**config.mk**
```make
export PLATFORM = sky130hd
export DESIGN_NAME = cb_rd_arbiter
export DESIGN_NICKNAME = d
export VERILOG_FILES = /design/src/rtl/cb_rd_arbiter_pkg.sv /design/src/rtl/cb_rd_arbiter_fifo.sv /design/src/rtl/cb_rd_arbiter.sv
export SDC_FILE = /design/constraint.sdc
export NUM_CORES = 1
export LEC_CHECK = 0
export ABC_AREA = 1
export BUFFER_PORTS_ARGS = -buffer_cell sky130_fd_sc_hd__buf_4
export CAP_MARGIN = 10
export CORE_AREA = 8 8 174 176
export DETAILED_ROUTE_END_ITERATION = 10
export DIE_AREA = 0 0 182 184
export GPL_ROUTABILITY_DRIVEN = 1
export HOLD_SLACK_MARGIN = 0.15
export PLACE_DENSITY = 0.33
export SLEW_MARGIN = 20
export SYNTH_ARGS = -nofsm -noshare
export SYNTH_HDL_FRONTEND = slang
export SYNTH_SLANG_ARGS = --single-unit
```
**constraint.sdc**
```tcl
create_clock -name clk -period 1.92 [get_ports clk]
set_input_delay 0.288 -clock clk [delete_from_list [all_inputs] [get_ports clk]]
set_output_delay 0.288 -clock clk [all_outputs]
set_load 0.02 [all_outputs]
```
**src/rtl/cb_rd_arbiter_pkg.sv**
```systemverilog
// Shared types for the core-bus read arbiter: the bus structs, master select and a helper.
package cb_rd_arbiter_pkg;

    typedef enum logic {
        ARB_INSTR = 1'b0,
        ARB_DATA  = 1'b1
    } arb_sel_t;

    typedef struct packed {
        logic [31:0] rd_addr;
        logic [2:0]  rd_size;
        logic        rd_addr_valid;
        logic        rd_ready;
        logic [31:0] wr_addr;
        logic [2:0]  wr_size;
        logic        wr_addr_valid;
        logic [31:0] wr_data;
        logic [3:0]  wr_strb;
        logic        wr_data_valid;
        logic        bready;
    } s_cb_mosi_t;

    typedef struct packed {
        logic        rd_addr_ready;
        logic        rd_valid;
        logic [31:0] rd_data;
        logic [1:0]  rd_resp;
        logic        wr_addr_ready;
        logic        wr_data_ready;
        logic        bvalid;
        logic [1:0]  bresp;
    } s_cb_miso_t;

    function automatic arb_sel_t other_master(input arb_sel_t sel);
        return (sel == ARB_DATA) ? ARB_INSTR : ARB_DATA;
    endfunction

endpackage

```
**src/rtl/cb_rd_arbiter_fifo.sv**
```systemverilog
// Small synchronous FIFO holding the source tag of each outstanding read.
module cb_rd_arbiter_fifo #(
    parameter int SLOTS = 4,
    parameter int WIDTH = 1
) (
    input  logic                     clk,
    input  logic                     rst,
    input  logic                     clear_i,
    input  logic                     push_i,
    input  logic [WIDTH-1:0]         data_i,
    input  logic                     pop_i,
    output logic [WIDTH-1:0]         data_o,
    output logic                     full_o,
    output logic                     empty_o,
    output logic [$clog2(SLOTS):0]   count_o
);
    localparam int PTR_W = (SLOTS > 1) ? $clog2(SLOTS) : 1;
    localparam int CNT_W = $clog2(SLOTS) + 1;

    logic [WIDTH-1:0] mem [SLOTS];
    logic [PTR_W-1:0] wr_ptr;
    logic [PTR_W-1:0] rd_ptr;
    logic [CNT_W-1:0] count;
    logic             do_push;
    logic             do_pop;

    function automatic logic [PTR_W-1:0] ptr_next(input logic [PTR_W-1:0] ptr);
        return (ptr == PTR_W'(SLOTS - 1)) ? '0 : ptr + 1'b1;
    endfunction

    // Full/empty come from registered occupancy only, so a pop never frees a slot for a push in the same cycle.
    assign full_o  = (count == CNT_W'(SLOTS));
    assign empty_o = (count == '0);
    assign do_push = push_i && !full_o;
    assign do_pop  = pop_i && !empty_o;
    assign data_o  = mem[rd_ptr];
    assign count_o = count;

    // Storage needs no reset; occupancy decides which entries are meaningful.
    always_ff @(posedge clk) begin
        if (do_push) begin
            mem[wr_ptr] <= data_i;
        end
    end

    // Pointer and occupancy bookkeeping.
    always_ff @(posedge clk) begin
        if (rst || clear_i) begin
            wr_ptr <= '0;
            rd_ptr <= '0;
            count  <= '0;
        end else begin
            if (do_push) wr_ptr <= ptr_next(wr_ptr);
            if (do_pop)  rd_ptr <= ptr_next(rd_ptr);
            case ({do_push, do_pop})
                2'b10:   count <= count + 1'b1;
                2'b01:   count <= count - 1'b1;
                default: count <= count;
            endcase
        end
    end

endmodule

```
**src/rtl/cb_rd_arbiter.sv**
```systemverilog
// Shares one core-bus slave between the fetch and LSU masters: arbitrates read
// addresses, routes in-order read responses by source tag, and passes the LSU
// write channel straight through.
//
// lock | meaning
// 0    | grant free to move to whichever master the arbitration picks
// 1    | granted request is waiting on the slave; grant held until handshake
module cb_rd_arbiter
    import cb_rd_arbiter_pkg::*;
#(
    parameter int MAX_OT_TXN = 4,
    parameter int ARB_MODE   = 0
) (
    input  logic                          clk,
    input  logic                          rst,
    input  s_cb_mosi_t                    instr_cb_mosi_i,
    output s_cb_miso_t                    instr_cb_miso_o,
    input  s_cb_mosi_t                    data_cb_mosi_i,
    output s_cb_miso_t                    data_cb_miso_o,
    output s_cb_mosi_t                    cb_mosi_o,
    input  s_cb_miso_t                    cb_miso_i,
    output logic                          unexp_resp_o,
    output logic [$clog2(MAX_OT_TXN):0]   ot_cnt_o
);
    if (MAX_OT_TXN < 1) begin : g_param_check
        $error("cb_rd_arbiter: MAX_OT_TXN must be greater than 0");
    end

    arb_sel_t  grant_q;
    arb_sel_t  rr_q;
    arb_sel_t  gnt;
    arb_sel_t  head_sel;
    logic      lock_q;
    logic      instr_v;
    logic      data_v;
    logic      gnt_v;
    logic      addr_ok;
    logic      accept;
    logic      tag_full;
    logic      tag_empty;
    logic      head_ready;
    logic      pop;
    logic [0:0] tag_head;
    logic      unused_instr_wr;

    assign instr_v  = instr_cb_mosi_i.rd_addr_valid;
    assign data_v   = data_cb_mosi_i.rd_addr_valid;
    assign head_sel = arb_sel_t'(tag_head);

    // The fetch master has no write channel; its write fields are deliberately ignored.
    assign unused_instr_wr = ^instr_cb_mosi_i;

    // Pick this cycle's grant; a pending (locked) request always keeps the bus.
    always_comb begin
        gnt = grant_q;
        if (lock_q) begin
            gnt = grant_q;
        end else if (instr_v && data_v) begin
            gnt = (ARB_MODE != 0) ? rr_q : ARB_DATA;
        end else if (data_v) begin
            gnt = ARB_DATA;
        end else if (instr_v) begin
            gnt = ARB_INSTR;
        end
    end

    assign gnt_v   = (gnt == ARB_DATA) ? data_v : instr_v;
    assign addr_ok = cb_miso_i.rd_addr_ready && !tag_full;
    assign accept  = gnt_v && addr_ok;

    // Responses go to the head-tag master; with nothing outstanding the slave is drained.
    assign head_ready   = tag_empty ? 1'b1
                        : (head_sel == ARB_DATA) ? data_cb_mosi_i.rd_ready
                                                 : instr_cb_mosi_i.rd_ready;
    assign pop          = cb_miso_i.rd_valid && head_ready && !tag_empty;
    assign unexp_resp_o = cb_miso_i.rd_valid && tag_empty;

    // Slave-side request: LSU write fields pass through, read fields come from the grant.
    always_comb begin
        cb_mosi_o               = data_cb_mosi_i;
        cb_mosi_o.rd_addr       = (gnt == ARB_DATA) ? data_cb_mosi_i.rd_addr : instr_cb_mosi_i.rd_addr;
        cb_mosi_o.rd_size       = (gnt == ARB_DATA) ? data_cb_mosi_i.rd_size : instr_cb_mosi_i.rd_size;
        cb_mosi_o.rd_addr_valid = gnt_v && !tag_full;
        cb_mosi_o.rd_ready      = head_ready;
    end

    // Master-side responses: address ready to the grantee, read data to the head tag.
    always_comb begin
        instr_cb_miso_o               = '0;
        data_cb_miso_o                = '0;
        data_cb_miso_o.wr_addr_ready  = cb_miso_i.wr_addr_ready;
        data_cb_miso_o.wr_data_ready  = cb_miso_i.wr_data_ready;
        data_cb_miso_o.bvalid         = cb_miso_i.bvalid;
        data_cb_miso_o.bresp          = cb_miso_i.bresp;
        instr_cb_miso_o.rd_addr_ready = (gnt == ARB_INSTR) && addr_ok;
        data_cb_miso_o.rd_addr_ready  = (gnt == ARB_DATA) && addr_ok;
        if (!tag_empty) begin
            if (head_sel == ARB_DATA) begin
                data_cb_miso_o.rd_valid  = cb_miso_i.rd_valid;
                data_cb_miso_o.rd_data   = cb_miso_i.rd_data;
                data_cb_miso_o.rd_resp   = cb_miso_i.rd_resp;
            end else begin
                instr_cb_miso_o.rd_valid = cb_miso_i.rd_valid;
                instr_cb_miso_o.rd_data  = cb_miso_i.rd_data;
                instr_cb_miso_o.rd_resp  = cb_miso_i.rd_resp;
            end
        end
    end

    // Grant, lock and round-robin pointer state.
    always_ff @(posedge clk) begin
        if (rst) begin
            grant_q <= ARB_DATA;
            lock_q  <= 1'b0;
            rr_q    <= ARB_INSTR;
        end else begin
            grant_q <= gnt;
            lock_q  <= gnt_v && !accept;
            if (accept) begin
                rr_q <= other_master(gnt);
            end
        end
    end

    cb_rd_arbiter_fifo #(
        .SLOTS (MAX_OT_TXN),
        .WIDTH (1)
    ) u_tag_fifo (
        .clk     (clk),
        .rst     (rst),
        .clear_i (1'b0),
        .push_i  (accept),
        .data_i  (gnt),
        .pop_i   (pop),
        .data_o  (tag_head),
        .full_o  (tag_full),
        .empty_o (tag_empty),
        .count_o (ot_cnt_o)
    );

endmodule

```
# Word-level counts from Yosys, hierarchy flattened
# Memory sizes are Yosys's and may differ from the RTL's. A register that Yosys moved wholly into a read port is not among the register bits.
# Index checks and enable logic that the tools add are counted.
# op_classes
reduce_logical,17
n_mux,20
bitwise,1
add_sub_neg,4
n_eq_ne,5
# ops
cell,n
two-way mux 35 bit,4
two-way mux 32 bit,1
logical AND 1 bit,12
two-way mux 1 bit,9
two-way mux 2 bit,4
== test 2 bit (second input constant),3
one-hot mux 3 bit (2 select lines),1
adder 2 x 1 -> 2 bit (second input constant),2
adder 3 x 1 -> 3 bit (second input constant),1
== test 3 bit (second input constant),1
logical NOT 1 bit,3
logical NOT 3 bit,1
two-way mux 3 bit,1
subtractor 3 x 1 -> 3 bit (second input constant),1
== test 2 x 1 -> 1 bit (second input constant),1
nonzero test 2 bit,1
inverter 1 bit,1
# word_totals
mem_bits_rw,4
out_inout_bits,197
inputBits,265
wordCells,53
mem_count,1
register_bits,9
# memory_table
memory,words,word_bits,rd,rd_clocked_by_memory_dff,wr,line_no,text
u_tag_fifo.mem,4,1,1,1,1,cb_rd_arbiter_fifo.sv:20,logic [WIDTH-1:0] mem [SLOTS];

# Depth between registers and ports, before layout
# Gate-level depths: netlist of the first run.
# depth
word_depth,9
mapped_depth,15

# Hierarchy
# From an unflattened synthesis of the first run, not the netlist that was laid out.
# hier_totals
cells_unflattened,424
hier_area_um2,2668.8
# modules_own_cells
module,instances,seq_area_each_um2,area_each_um2,cells_each
cb_rd_arbiter,1,40.0,1986.9,341
cb_rd_arbiter_fifo,1,300.3,681.9,83

# Worst setup path after synthesis of the first run
# OpenSTA, ideal clock, no wires.
# synth_timing
path_kind,register -> register
start,register u_tag_fifo.count[0] (netlist: u_tag_fifo.count_o[0])
end,register u_tag_fifo.count[2] (netlist: u_tag_fifo.count_o[2])
path_buffers,0
t_arrival_ps,2011
period_less_slack_ps,2133
path_stages_with_launch,14
setup_slack_ps,-213
path_cell_list,dfxtp_1 -> inv_1 -> nand3_2 -> inv_2 -> nor2_2 -> nand2_1 -> inv_1 -> ha_1 -> inv_1 -> fa_1 -> a21oi_1 -> o21ai_0 -> o21ai_0 -> a21oi_1
# synth_between
elab_chain_len,7
word_cells_on_any_way,17
# synth_rtl
element,line_no,text
start: declaration,cb_rd_arbiter_fifo.sv:23,logic [CNT_W-1:0] count;
start signal: assignment,cb_rd_arbiter_fifo.sv:56,2'b10: count <= count + 1'b1;
start signal: assignment,cb_rd_arbiter_fifo.sv:57,2'b01: count <= count - 1'b1;
start signal: assignment,cb_rd_arbiter_fifo.sv:58,default: count <= count;
logical NOT 3 bit (*),cb_rd_arbiter_fifo.sv:33,assign empty_o = (count == '0);
two-way mux 1 bit,cb_rd_arbiter.sv:72,assign head_ready = tag_empty ? 1'b1
logical AND 1 bit (2 in series),cb_rd_arbiter.sv:75,assign pop = cb_miso_i.rd_valid && head_ready && !tag_empty;
logical AND 1 bit (*),cb_rd_arbiter_fifo.sv:35,assign do_pop = pop_i && !empty_o;
named net u_tag_fifo.do_pop,cb_rd_arbiter_fifo.sv:25,logic do_pop;
== test 2 x 1 -> 1 bit / == test 2 bit (equally long branches),cb_rd_arbiter_fifo.sv:55,"case ({do_push, do_pop})"
one-hot mux 3 bit (2 select lines) / nonzero test 2 bit (equally long branches),n/a,
# Mark *: on every way through the listed nets, which the timed path passes. The rest lies on a longest branch.
# A chain may end at the register's enable or synchronous reset.

==> run summary, run 1 <==
GRT overflow: 0
die area: 33500 um2
clock sink count: 15
Seq cells post-synth: 15
drt wl/cell: 12.0 um
max_cap viols: 0
unrepaired setup endpoints after global routing: yes
core area: 27500 um2
WS Path Type: reg2reg
CP arrival: 1.99 ns
Die Wd: 182 um
drt first pass iters: 4
met2 GRT Util: 0.101
io pins: 462
Final period util: 0.971
Yosys cell types: 27
WP data required: 2.05 ns
register area: 345 um2
fillcell total: 3175
GR peak layer: met2
Bufs on Longest Clock Path: 2
Post-synth ARST share: 0
Worst-path clk slew: 0.05 ns
share of cells above drive strength 1: 0.563
Port Buffer Count: 224
die extent in y: 184 um
met3 Track Usage GR: 0.0526
startpoint types: flip-flop
top-area cell type share of the netlist area: 0.254
WHS: 0.221 ns
Leak Pwr: 2.30 nW
total wire length: 11000 um
Critical Path Fanout Max: 2
GR Util All Layers: 0.0606
Area Growth Syn to Fin: 67.5%
gp weighted congestion: 0.696
Hold Crit Depth: 2
Final WS setup: 0.0557 ns
pin count of the biggest net entering global routing: 69
Critical Path End Type: flip-flop
pwr dens: 1220 nW/um2
fin. max-slew vios: 0
status: finished, final reports clean
ant diodes: 0
Worst R2R Path Depth: 14
sequential share of the synthesized area: 0.129
vias per inst: 3.28
syn_area_per_cell: 6.30 um2
# H-tree levels: 1
Hold Crit Class: in2reg
Top FF cell, synth: dfxtp_1
Clock Tree Root: clkbuf_16
CTS Hold Bufs: 0
Gate Count Post-Synth: 418
nets@finish: 840
fin crit period: 1.86 ns
vias in the first global route: 3251
std cell rows: 61
Starting Density: 0.0958
Clock Latency Late Sink: 0.24 ns
post-synth top area cell: buf_4
CTS tree: yes
Clock Skew: 0.00273 ns
Post-synth EDFFs: 4
most frequent cell after synthesis: nand2_1
post-place setup slack: -0.0459 ns
initial antenna violation count: 1
Fmax: 536 MHz
first-pass GRT wire length: 16500 um
Final Hold Fails: 0
Vias: 2991
most area-consuming cells after synthesis: buf_4 (25%), nand2_1 (17%), nor3_2 (11%), dfxtp_1 (8.4%), inv_1 (7.7%)
1st-iter DRT viols: 42
Synth top cells by count: nand2_1 (120), buf_4 (89), inv_1 (54)
peak supply drop: 0.000731 V
final setup vio count: 0
Ys Warns: 0
final routed DRC violation total: 0
hpwl dp: 9660 um
Mapped Area: 2630 um2
total CTS buffers: 3
Antenna Nets Post-Route: 0
met1 Use GR: 0.0551
area taken by multi-input logic gates: 1400 um2
-- through the flow --
| step | cell area (um2) | total power (W) | util | setup TNS (ns) | instances |
|---|---|---|---|---|---|
| final | 4410 | 0.00539 | 0.160 | 0 | 913 |
| after CTS | 4310 | 0.00533 | 0.157 | -0.000419 | 912 |
| after detailed placement | 4180 | 0.00480 | 0.152 | -0.0459 | 906 |
| after global routing | 4410 | 0.00585 | 0.160 | -0.498 | 913 |
| after global placement | 4180 | 0.00490 | 0.152 | -0.0397 | 906 |
| after floorplan | 2660 | 0.00332 | - | 0 | 422 |
-- worst paths after layout --
| check | slack (ns) | startpoint | to |
|---|---|---|---|
| setup / recovery | 0.06 | u_tag_fifo.mem[3] | u_tag_fifo.count_o[2] |
| hold / removal | 0.22 | rst | lock_q |
| setup reg to reg | 0.06 | u_tag_fifo.mem[3] | u_tag_fifo.count_o[2] |
| hold reg to reg | 0.44 | u_tag_fifo.count_o[0] | u_tag_fifo.count_o[0] |
-- metal layers --
layer / vias up / share of wire
met5: - / 0.0012
met3: 26 / 0.20
met1: 1215 / 0.36
met2: 257 / 0.41
met4: 2 / 0.020
li1: 1491 / -
-- cell families (layout without fill, tap and decap cells) --
group / after synthesis / after routing / share of synthesized area
compound gates: 14 / 14 / 0.0299
buf+inv: 164 / 309 / 0.383
simple gates: 217 / 217 / 0.421
flops: 15 / 15 / 0.129
other cells: 1 / 5 / 0.00142
fa+ha+maj: 7 / 7 / 0.0361
-- layout by cell type, fill, tap and decap left out, drive strengths merged --
cell type	Yosys	final
edfxtp	4	4
nor3	69	69
o21ai	5	5
dfxtp	11	11
fa	1	1
ha	6	6
buf	105	246
nor2	15	15
nand3	9	9
conb	1	5
clkinv	0	1
inv	59	59
clkbuf	0	3
or2	2	2
nand2	122	122
a31oi	2	2
a21oi	7	7
-- worst max-delay path, cell delays in order, from the launching register on --
cell and delay, ns:
edfxtp_1 0.36, nand2_1 0.08, nand3_2 0.11, nand2_4 0.10, nand2_2 0.05, nand3_2 0.06, nand2_2 0.06, inv_2 0.06
ha_4 0.12, inv_2 0.04, fa_2 0.34, a21oi_2 0.13, o21ai_1 0.08, o21ai_1 0.12, a21oi_1 0.05
-- area by class of cell --
type / count / share of cell area
Timing Repair Buffer: 246 / 0.437
Multi-Input combinational cell: 243 / 0.318
Tap cell: 346 / 0.0982
Sequential cell: 15 / 0.0783
Inverter: 59 / 0.0508
Clock buffer: 3 / 0.0170
Clock inverter: 1 / 0.00114
-- timing repair --
action                                  in CTS  in global routing
gates cloned                                 0                  0
gates resized for setup                     10                 21
buffers inserted                             2                  1
pin swaps                                    8                  8
endpoints found under the setup margin      57                 46
-- report_power, final --
part	switching, W	leakage (nW)	internal, W
sequential	0.0000527	0.128	0.000411
clock	0.000128	0.0409	0.000278
combinational	0.00272	2.13	0.00180
(Power assumes the default switching activity.)
==> run 2: changes to the inputs <==
--- a/config.mk
+++ b/config.mk
@@ -7,13 +7,11 @@
 export LEC_CHECK = 0
 export ABC_AREA = 1
 export BUFFER_PORTS_ARGS = -buffer_cell sky130_fd_sc_hd__buf_4
-export CAP_MARGIN = 10
-export CORE_AREA = 8 8 174 176
+export CORE_AREA = 2 2 178 180
 export DETAILED_ROUTE_END_ITERATION = 10
-export DIE_AREA = 0 0 182 184
+export DIE_AREA = 0 0 180 182
 export GPL_ROUTABILITY_DRIVEN = 1
 export HOLD_SLACK_MARGIN = 0.15
-export PLACE_DENSITY = 0.33
 export SLEW_MARGIN = 20
 export SYNTH_ARGS = -nofsm -noshare
 export SYNTH_HDL_FRONTEND = slang
==> run 2 against run 1 <==
- the run now ends with negative setup slack left
- critical endpoint is now instr_cb_miso_o[28]
- via count increased by 6.6%
- total power increased by 19%
- non-clock buffer count increased by 21
==> run summary, run 2 (synthesized netlist as in run 1, its figures left out) <==
Port Buffer Count: 224 (unchanged)
final setup vio count: 3 (+3)
Internal Pwr Total: 0.00309 W (+24%)
Die Wd: 180 um (-1.1%)
total wire length: 11200 um (+2.2%)
Hold Crit Depth: 2 (unchanged)
Antenna Nets Post-Route: 0 (unchanged)
WP data required: 1.63 ns (-0.42 ns)
Worst Hold End: lock_q
unrepaired setup endpoints after global routing: yes
fin util: 0.157 (-0.00312)
Clock power frac: 0.065 (-0.010)
Final Hold Fails: 0 (unchanged)
std cell rows: 65 (+6.6%)
Critical Path Max Stage Delay: 0.37 ns (about the same)
fillcell total: 3530 (+11%)
drt wl/cell: 11.3 um (-5.8%)
most common cell after layout, fill and taps aside: buf_4
clock sink count: 15 (unchanged)
dpl cell area: 4280 um2 (+2.3%)
Flop pwr share: 0.074 (-0.012)
pwr dens: 1310 nW/um2 (+7.2%)
fin. max-slew vios: 0 (unchanged)
pin count of the biggest net entering global routing: 38 (-45%)
final instance area: 4880 um2 (+11%)
Crit path top cell by count: buf_4
total CTS buffers: 3 (unchanged)
die area: 32800 um2 (-2.2%)
Hold Crit Class: in2reg
# H-tree levels: 1 (unchanged)
vias per inst: 3.22 (-1.8%)
Final period util: 1.01 (+0.0342)
failing checks: negative setup slack
core area: 31000 um2 (+13%)
status: finished with violations
GR Util All Layers: 0.0583 (-0.00235)
Starting Density: 0.0850 (-0.0109)
Logic pwr share: 0.862 (+0.023)
Leak Pwr: 2.48 nW (+7.7%)
most frequent cells in the layout: buf_4 (246), nand2_1 (112), inv_1 (50)
nets@finish: 861 (+2.5%)
Fmax: 518 MHz (-3.4%)
Critical Path Fanout Max: 8 (+6)
Switching Share: 0.517 (-0.0206)
vias in the first global route: 2868 (-12%)
CTS tree: yes
hpwl dp: 8780 um (-9.1%)
Critical Path End Type: output port
fin crit period: 1.93 ns (+0.0657 ns)
Vias: 3187 (+6.6%)
GRT overflow: 0 (unchanged)
Worst-path clk slew: 0.05 ns (about the same)
r2r setup slk: 0 ns (-0.06 ns)
first-pass GRT wire length: 15000 um (-9.1%)
gp weighted congestion: 0.784 (+13%)
peak supply drop: 0.000377 V (-48%)
WS Path Type: reg2out
initial antenna violation count: 1 (unchanged)
CP max stage cell: dfxtp_4
final routed DRC violation total: 0 (unchanged)
sw power: 0.00331 W (+14%)
share of cells above drive strength 1: 0.595 (+0.0326)
io pins: 462 (unchanged)
drt first pass iters: 4 (unchanged)
Clock Skew: 0.00191 ns (-0.000816 ns)
startpoint types: flip-flop
Worst R2R Path Depth: 15 (+1)
Worst Hold Launch: rst
R2R Path End: u_tag_fifo.count_o[2]
Clock Latency Late Sink: 0.25 ns (about the same)
Area Growth Syn to Fin: 85.2%
CP Cell Sequence: inv_4, nand2_2, nand3_4, nand2_4, buf_12, clkinv_16, buf_4, buf_4, nor3_2, buf_4
max_cap viols: 0 (unchanged)
Clock Tree Root: clkbuf_16
CP arrival: 1.64 ns (-0.35 ns)
Final WS setup: -0.0101 ns (-0.0657 ns)
die extent in y: 182 um (-1.1%)
Pwr Total: 0.00639 W (+19%)
1st-iter DRT viols: 70 (+67%)
Bufs on Longest Clock Path: 2 (unchanged)
==> run 2: final cells by class <==
class / instances / area, um2 / share of cell area
Clock inverter: 1 / 5.00 / 0.00103
Timing Repair Buffer: 267 / 2200 / 0.452
Sequential cell: 15 / 348 / 0.0713
Antenna cell: 1 / 2.50 / 0.000513
Multi-Input combinational cell: 243 / 1490 / 0.305
Clock buffer: 3 / 75.1 / 0.0154
Inverter: 59 / 253 / 0.0518
Tap cell: 402 / 503 / 0.103
==> run 2: per-layer routing <==
layer  up-vias  track usage  wire, um  part of all wire
li1       1540            -         -                 -
met1      1369       0.0600      3860              0.34
met2       246        0.101      5560              0.49
met3        32       0.0245      1340              0.12
met4         0       0.0302       486             0.043
met5         -            0         0                 0
==> run 2: worst max-delay path, delay by kind of cell, from the launching register on <==
kind	cells	cell delay (ns)
buffers and inverters	6	0.67
DFF	1	0.37
and+or+nand+nor	4	0.36
==> run 2: worst max-delay path by stage <==
| stage | start | end | cells past startpoint |
|---|---|---|---|
| detailed placement | u_tag_fifo.mem[3] | u_tag_fifo.count_o[2] | 14 |
| global route | flip-flop | u_tag_fifo.count_o[2] | 15 |
| floorplan | u_tag_fifo.mem[3] | u_tag_fifo.count_o[2] | 14 |
| CTS | u_tag_fifo.mem[2] | u_tag_fifo.count_o[2] | 14 |
| global placement | u_tag_fifo.mem[3] | u_tag_fifo.count_o[2] | 14 |
| finish | flip-flop | instr_cb_miso_o[28] | 10 |
==> run 2: per-stage QoR <==
step / instances / hold slack [ns] / setup TNS, ns / setup WS (ns)
3_5_place_dp: 969 / 0.466 / -0.0637 / -0.0637
5_1_grt: 990 / 0.197 / -0.941 / -0.146
6_report: 991 / 0.209 / -0.0248 / -0.0101
3_3_place_gp: 969 / 0.463 / -0.0461 / -0.0461
4_1_cts: 975 / 0.203 / -0.0302 / -0.0191
2_1_floorplan: 422 / 0.366 / 0 / 0.0277
==> run 2: what timing repair did <==
action                     CTS  global route
hold buffers                 0             0
resized for setup           24            46
setup endpoints to repair  105            99
cloned                       1             4
setup buffers                1            11
pin swaps                    8            10
==> run 2: power by group through the flow <==
| stage | Sequential, W | Clock, W | Combinational [W] |
|---|---|---|---|
| 5_1_grt | 0.000483 | 0.000445 | 0.00588 |
| 2_1_floorplan | 0.000494 | 0 | 0.00283 |
| 3_3_place_gp | 0.000461 | 0 | 0.00438 |
| 4_1_cts | 0.000459 | 0.000423 | 0.00465 |
| 6_report | 0.000471 | 0.000413 | 0.00551 |
| 3_5_place_dp | 0.000466 | 0 | 0.00442 |
